==> src/rtl/servo_ramp_sequencer.sv <==
// rtl/servo_ramp_sequencer.sv - slew-rate-limited position scheduler for NCH servo PWM channels
//
// Purpose: holds a current and a target 8-bit position per channel. Once per
// ramp frame (UPDATE_DIV clocks) it sweeps the channels, one per cycle, moving
// each current position toward its target by at most STEP.
//
// Ports:
//   clk        system clock
//   rst        synchronous reset, active-high
//   cmd_valid  command present
//   cmd_ready  command accepted when high (low only while sweeping)
//   cmd_ch     target channel index (indices >= NCH are acknowledged and dropped)
//   cmd_pos    target position
//   enable     global move enable; when low en_out is forced off and positions freeze
//   pos_out    current positions, channel k at [8k+7:8k]
//   en_out     per-channel move-enable
//   busy       some channel is still ramping
//   done       one-cycle pulse when a sweep leaves every channel on target
//   at_target  per-channel cur==tgt flags (only with SERVO_RAMP_AT_TARGET_EN)
//
// Optional feature macro: SERVO_RAMP_AT_TARGET_EN
module servo_ramp_sequencer #(
  parameter int NCH        = 4,
  parameter int UPDATE_DIV = 240000,
  parameter int STEP       = 4,
  parameter int HOME       = 127
) (
  input  logic               clk,
  input  logic               rst,
  input  logic               cmd_valid,
  output logic               cmd_ready,
  input  logic [2:0]         cmd_ch,
  input  logic [7:0]         cmd_pos,
  input  logic               enable,
  output logic [8*NCH-1:0]   pos_out,
  output logic [NCH-1:0]     en_out,
  output logic               busy,
  output logic               done
`ifdef SERVO_RAMP_AT_TARGET_EN
  ,
  output logic [NCH-1:0]     at_target
`endif
);

  localparam int            CW       = (UPDATE_DIV > 1) ? $clog2(UPDATE_DIV) : 1;
  localparam int            IW       = (NCH > 1) ? $clog2(NCH) : 1;
  localparam logic [CW-1:0] CNT_LAST = CW'(UPDATE_DIV - 1);
  localparam logic [IW-1:0] IDX_LAST = IW'(NCH - 1);
  localparam logic [3:0]    NCH_L    = 4'(NCH);
  localparam logic [8:0]    STEP9    = 9'(STEP);
  localparam logic [7:0]    STEP8    = 8'(STEP);
  localparam logic [7:0]    HOME8    = 8'(HOME);

  typedef enum logic [1:0] {
    S_IDLE,
    S_RUN,
    S_SWEEP
  } state_t;

  state_t               r_state;
  state_t               w_next;

  logic [CW-1:0]        r_cnt;
  logic [IW-1:0]        r_idx;
  logic [NCH-1:0][7:0]  r_cur;
  logic [NCH-1:0][7:0]  r_tgt;
  logic [NCH-1:0]       r_en_reg;
  logic [NCH-1:0]       r_en_out;
  logic                 r_done;

  logic                 w_tick;
  logic                 w_xfer;
  logic                 w_legal;
  logic                 w_last;
  logic                 w_any_diff;
  logic                 w_all_eq_after;
  logic [7:0]           w_cur_i;
  logic [7:0]           w_tgt_i;
  logic [7:0]           w_new_i;
  logic [8:0]           w_up;
  logic [8:0]           w_floor;

  assign w_tick    = (r_cnt == CNT_LAST);
  assign cmd_ready = (r_state != S_SWEEP);
  assign busy      = (r_state != S_IDLE);
  assign done      = r_done;
  assign pos_out   = r_cur;
  assign en_out    = r_en_out;
  assign w_xfer    = cmd_valid && cmd_ready;
  assign w_legal   = ({1'b0, cmd_ch} < NCH_L);
  assign w_last    = (r_idx == IDX_LAST);

  // Free-running frame counter, independent of the FSM state.
  always_ff @(posedge clk) begin
    if (rst || w_tick) begin
      r_cnt <= '0;
    end else begin
      r_cnt <= r_cnt + CW'(1);
    end
  end

  // Channel currently addressed by the sweep and its stepped value.
  // Arithmetic is 9 bits wide so the clamp decision never sees a wrapped value.
  assign w_cur_i = r_cur[r_idx];
  assign w_tgt_i = r_tgt[r_idx];
  assign w_up    = {1'b0, w_cur_i} + STEP9;
  // cur - STEP < tgt is rewritten as cur < tgt + STEP to avoid underflow.
  assign w_floor = {1'b0, w_tgt_i} + STEP9;

  always_comb begin
    w_new_i = w_cur_i;
    if (enable) begin
      if (w_cur_i < w_tgt_i) begin
        w_new_i = (w_up >= {1'b0, w_tgt_i}) ? w_tgt_i : w_up[7:0];
      end else if (w_cur_i > w_tgt_i) begin
        w_new_i = ({1'b0, w_cur_i} <= w_floor) ? w_tgt_i : (w_cur_i - STEP8);
      end
    end
  end

  // w_all_eq_after is only meaningful on the last sweep slot: it folds in the
  // value the last channel is about to take.
  always_comb begin
    w_any_diff     = 1'b0;
    w_all_eq_after = (w_new_i == w_tgt_i);
    for (int k = 0; k < NCH; k++) begin
      if (r_cur[k] != r_tgt[k]) begin
        w_any_diff = 1'b1;
        if (k != NCH - 1) begin
          w_all_eq_after = 1'b0;
        end
      end
    end
  end

  always_ff @(posedge clk) begin
    if (rst) begin
      r_state <= S_IDLE;
    end else begin
      r_state <= w_next;
    end
  end

  always_comb begin
    w_next = r_state;
    case (r_state)
      S_IDLE:  if (w_any_diff) w_next = S_RUN;
      S_RUN:   if (w_tick) w_next = S_SWEEP;
      S_SWEEP: if (w_last) w_next = w_all_eq_after ? S_IDLE : S_RUN;
      default: w_next = S_IDLE;
    endcase
  end

  always_ff @(posedge clk) begin
    if (rst) begin
      r_idx    <= '0;
      r_cur    <= {NCH{HOME8}};
      r_tgt    <= {NCH{HOME8}};
      r_en_reg <= '0;
      r_en_out <= '0;
      r_done   <= 1'b0;
    end else begin
      r_done   <= 1'b0;
      r_en_out <= enable ? r_en_reg : '0;
      // A write landing on the tick edge is visible to slot 0 of the sweep.
      if (w_xfer && w_legal) begin
        r_tgt[cmd_ch[IW-1:0]]    <= cmd_pos;
        r_en_reg[cmd_ch[IW-1:0]] <= 1'b1;
      end
      if (r_state == S_SWEEP) begin
        r_cur[r_idx] <= w_new_i;
        r_idx        <= w_last ? '0 : (r_idx + IW'(1));
        if (w_last && w_all_eq_after) begin
          r_done <= 1'b1;
        end
      end else begin
        r_idx <= '0;
      end
    end
  end

`ifdef SERVO_RAMP_AT_TARGET_EN
  logic [NCH-1:0] r_at_target;

  always_ff @(posedge clk) begin
    if (rst) begin
      r_at_target <= '1;
    end else begin
      for (int k = 0; k < NCH; k++) begin
        r_at_target[k] <= (r_cur[k] == r_tgt[k]);
      end
    end
  end

  assign at_target = r_at_target;
`endif

endmodule

==> config.mk <==
export PLATFORM = sky130hd
export DESIGN_NAME = servo_ramp_sequencer
export DESIGN_NICKNAME = d
export VERILOG_FILES = /design/src/rtl/servo_ramp_sequencer.sv
export SDC_FILE = /design/constraint.sdc
export NUM_CORES = 1
export LEC_CHECK = 0
export CORE_ASPECT_RATIO = 0.7
export CORE_MARGIN = 5
export CORE_UTILIZATION = 54
export CTS_CLUSTER_SIZE = 12
export DETAILED_ROUTE_END_ITERATION = 12
export PLACE_DENSITY = 0.87
export SLEW_MARGIN = 5
export SYNTH_ARGS = -nofsm -noshare
export SYNTH_HDL_FRONTEND = slang
export SYNTH_SLANG_ARGS = --single-unit
==> constraint.sdc <==
create_clock -name clk -period 9.73 [get_ports clk]
set_input_delay 1.4595 -clock clk [delete_from_list [all_inputs] [get_ports clk]]
set_output_delay 1.4595 -clock clk [all_outputs]
set_load 0.005 [all_outputs]
==> results by stage <==
Drt:
- The number of vias per cell after detailed routing is 6.24.
- The number of remaining DRC errors is 0.
- The violation count after the first detailed-route iteration is 566.
- The total via count after detailed routing is 5175.
- The overall routed net length is 16200 um.
- The routed length per instance is 19.6 um.
- The pre-antenna-repair detailed-routing pass consisted of 5 iterations.
- The count of nets left with antenna violations once routing finished came out at 0.

Timing:
- Static timing analysis puts the maximum clock frequency at 186 MHz.
- Summed over all failing endpoints, the final setup total negative slack is 0 ps.
- The number of hold violations in the final report is 0.
- The worst pin sits at a relative slew slack of 25.9%.
- Setup violations remaining at the end of the flow were counted as 0.
- Dividing the final minimum period by the clock period gives 55.2%.
- The final-report max-slew violation count was 0.
- Across the routed clock network, the largest skew measured is 8.61 ps.
- At the pin with the least slew margin, the transition time is 1110 ps.
- The final critical-path setup slack is 4360 ps.
- The time the final worst path needs with I/O delays and setup is 5370 ps.
- On the final layout, the worst hold slack is 464 ps.
- Setup repair after global routing left no endpoint under its margin.

Yosys:
- The post-synthesis average cell area is 8.66 sq um.
- The net count after synthesis is 699.
- The total of warnings raised by yosys is 0.
- After synthesis, flip-flops and latches occupy 33.5% of the total area.
- The fraction of synthesis flops using an asynchronous set or reset pin is 0%.
- The netlist uses 62 different library cells.
- The cell area that synthesis handed to floorplanning was 5680 sq um.
- The dominant synthesized flop cell is sky130_fd_sc_hd__dfxtp_1.
- By area the synthesized netlist is led by sky130_fd_sc_hd__dfxtp_1 33%, sky130_fd_sc_hd__nand2_1 6.4%, sky130_fd_sc_hd__ha_1 6.2%.
- The largest total area in the synthesized netlist belongs to sky130_fd_sc_hd__dfxtp_1.
- The number of instances in the synthesized netlist is 656.
- Counting flops and latches in the post-synthesis netlist gives 95.
- The share of synthesized area in the top cell type comes to 33.5%.
- The synthesized design contains 0 enable-type register cells.

Worst setup path:
- The critical path capture point type is a flop.
- The required time at the worst-slack endpoint is 9960 ps.
- The critical path is of the flop to flop type.
- Along the worst path, the maximum fanout reaches 19.
- The element type at the critical path start is a flop.
- For the worst setup path, the data arrival time is 5600 ps.

Global routing:
- The global-route wire length before repair is 26400 um.
- Entering global routing, the biggest net connects 54 pins.
- Global routing used 26.0% of the available tracks across all layers.
- The total overflow left after global routing is 0.
- The via count of the first global-routing pass is 5078.
- The number of antenna violations at the first check in global routing was 0.

Clock network:
- The number of clock sinks is 95.
- The clock tree synthesis step divided the H-tree into 3 levels.
- TritonCTS built the clock tree.
- Buffers inserted during clock tree synthesis total 9.
- Hold repair after CTS inserted 0 buffers.
- The tree is rooted in a sky130_fd_sc_hd__clkbuf_16.
- After clock tree synthesis, the clock-pin slew on the worst setup and hold paths is 70 ps.
- The number of buffers on the longest clock path is 2.
- Clock latency on the worst-skew pair, taken at its later pin, is 350 ps.
- The count of buffers added by post-CTS timing repair for setup is 0.
- In this run, post-CTS repair resized a total of 0 instances.

Cells and area:
- Leaving out fill and tap cells, the most frequent cells in the layout are 97 x sky130_fd_sc_hd__nand2_1, 95 x sky130_fd_sc_hd__dfxtp_1, 55 x sky130_fd_sc_hd__nor2_1, 53 x sky130_fd_sc_hd__clkdlybuf4s50_1, 40 x sky130_fd_sc_hd__xor2_1.
- For this run, the post-layout net count is 735.
- At the end of the flow the core is filled with cells to 63.5%.
- The number of antenna diodes in the final layout is 0.
- The most common library cell in the layout ignoring fill and taps is sky130_fd_sc_hd__nand2_1.
- Of the cells placed in the final design, the portion with a size suffix greater than 1 is 6.60%.
- The growth of design area from synthesis to finish is 15.2%.
- Leaving out filler cells and counting taps, the final layout contains 829.

Floorplanning:
- The total number of placement rows is 31.
- The die boundary width is 133 um.
- The die height is 95.8 um.
- For this design the top-level I/O count stands at 54.
- The core region is 10300 sq um.
- The initial utilization of the core area, before any placement, comes to 55.1%.
- The die area is 12700 sq um.

Place:
- The number of placed instances, taps included, is 813.
- The setup slack after placement is 4460 ps.
- The count of buffers from port buffering is 53.
- The routability-driven placement congestion ratio is 0.931.
- The post-DP HPWL is 12400 um.

Run status:
- The run finished with clean final reports.

Power and ir drop:
- The leakage power is 2.66 nW.
- Across the VDD grid, the largest voltage drop is 170 uV.
- The ratio of total power to cell area is 281 nW/um^2.

Job:
- Across the run, the number of max-cap violations was 0.

Worst hold path:
- The tightest min-delay check is of the flop to flop type.
==> final timing paths <==
path                  from         end  slack [ps]  cells after the start
setup / recovery  r_idx[0]  r_state[0]        4360                     18
hold reg to reg   r_cnt[0]    r_cnt[0]         460                      1
setup reg to reg  r_idx[0]  r_state[0]        4360                     18
hold / removal    r_cnt[0]    r_cnt[0]         460                      1
==> where the power goes <==
part | internal [mW] | total (mW) | switching [mW] | leakage (nW)
combinational | 0.362 | 1.03 | 0.668 | 1.75
clock | 0.204 | 0.366 | 0.162 | 0.146
sequential | 0.414 | 0.446 | 0.0325 | 0.771
total | 0.980 | 1.84 | 0.862 | 2.66
==> synth_stat cells (5+ instances only) <==
| cell type | n |
|---|---|
| sky130_fd_sc_hd__a21oi_1 | 30 |
| sky130_fd_sc_hd__and3_1 | 9 |
| sky130_fd_sc_hd__buf_2 | 5 |
| sky130_fd_sc_hd__clkbuf_1 | 20 |
| sky130_fd_sc_hd__dfxtp_1 | 95 |
| sky130_fd_sc_hd__ha_1 | 28 |
| sky130_fd_sc_hd__inv_1 | 23 |
| sky130_fd_sc_hd__mux2i_1 | 31 |
| sky130_fd_sc_hd__mux4_2 | 13 |
| sky130_fd_sc_hd__nand2_1 | 97 |
| sky130_fd_sc_hd__nand2b_1 | 6 |
| sky130_fd_sc_hd__nand3_1 | 32 |
| sky130_fd_sc_hd__nand4_1 | 13 |
| sky130_fd_sc_hd__nor2_1 | 55 |
| sky130_fd_sc_hd__nor3_1 | 14 |
| sky130_fd_sc_hd__nor4_1 | 10 |
| sky130_fd_sc_hd__o211ai_1 | 18 |
| sky130_fd_sc_hd__o21ai_0 | 18 |
| sky130_fd_sc_hd__o31ai_1 | 6 |
| sky130_fd_sc_hd__xnor2_1 | 25 |
| sky130_fd_sc_hd__xor2_1 | 40 |
==> kinds of logic (layout without fill, tap and decap cells) <==
kind of cell               count (synthesis)  count (layout)  share of synthesized area (%)
buffers and inverters                     56              97                           4.47
adders and majority gates                 28              28                           6.17
xor gates and xnor gates                  65              65                           10.0
AOI/OAI and AO/OA                        110             110                           13.1
DFF                                       95              95                           33.5
muxes                                     48              48                           11.9
and+or+nand+nor                          254             254                           20.9
==> layout make-up <==
cell class	instances	area, sq um
well taps	132	165
inverters	24	90.1
fillers	817	3770
clock buffers	10	229
flip-flops and latches	95	1900
clock inverters	6	75.1
multi-input cells	505	3530
repair buffers	57	561
==> routing by layer <==
layer	wire [um]	GRT usage [%]	up-vias
met5	0	0	-
met4	252	6.92	0
met3	1670	7.31	30
met2	7330	42.7	274
met1	6980	34.1	2466
li1	-	-	2405
==> per-stage QoR <==
step | area [sq um] | total power, mW
global route | 6550 | 1.95
floorplan | 5680 | 1.19
CTS | 6550 | 1.81
finish | 6550 | 1.84
global placement | 6240 | 1.43
detailed placement | 6240 | 1.44
==> worst max-delay path, cell delays in order (launching register included) <==
cell,delay (ps)
sky130_fd_sc_hd__dfxtp_1,490
sky130_fd_sc_hd__buf_4,360
sky130_fd_sc_hd__mux4_2,700
sky130_fd_sc_hd__ha_1,290
sky130_fd_sc_hd__nand2b_1,80
sky130_fd_sc_hd__o22a_1,180
sky130_fd_sc_hd__nand2b_1,170
sky130_fd_sc_hd__xor2_1,240
sky130_fd_sc_hd__inv_1,80
sky130_fd_sc_hd__ha_1,320
sky130_fd_sc_hd__nand4_1,100
sky130_fd_sc_hd__o311a_1,380
sky130_fd_sc_hd__o22ai_2,530
sky130_fd_sc_hd__mux2i_1,250
sky130_fd_sc_hd__o22ai_1,150
sky130_fd_sc_hd__o2bb2ai_1,240
sky130_fd_sc_hd__mux2i_1,240
sky130_fd_sc_hd__a41oi_1,140
sky130_fd_sc_hd__o311a_1,300
(Power assumes the default switching activity.)
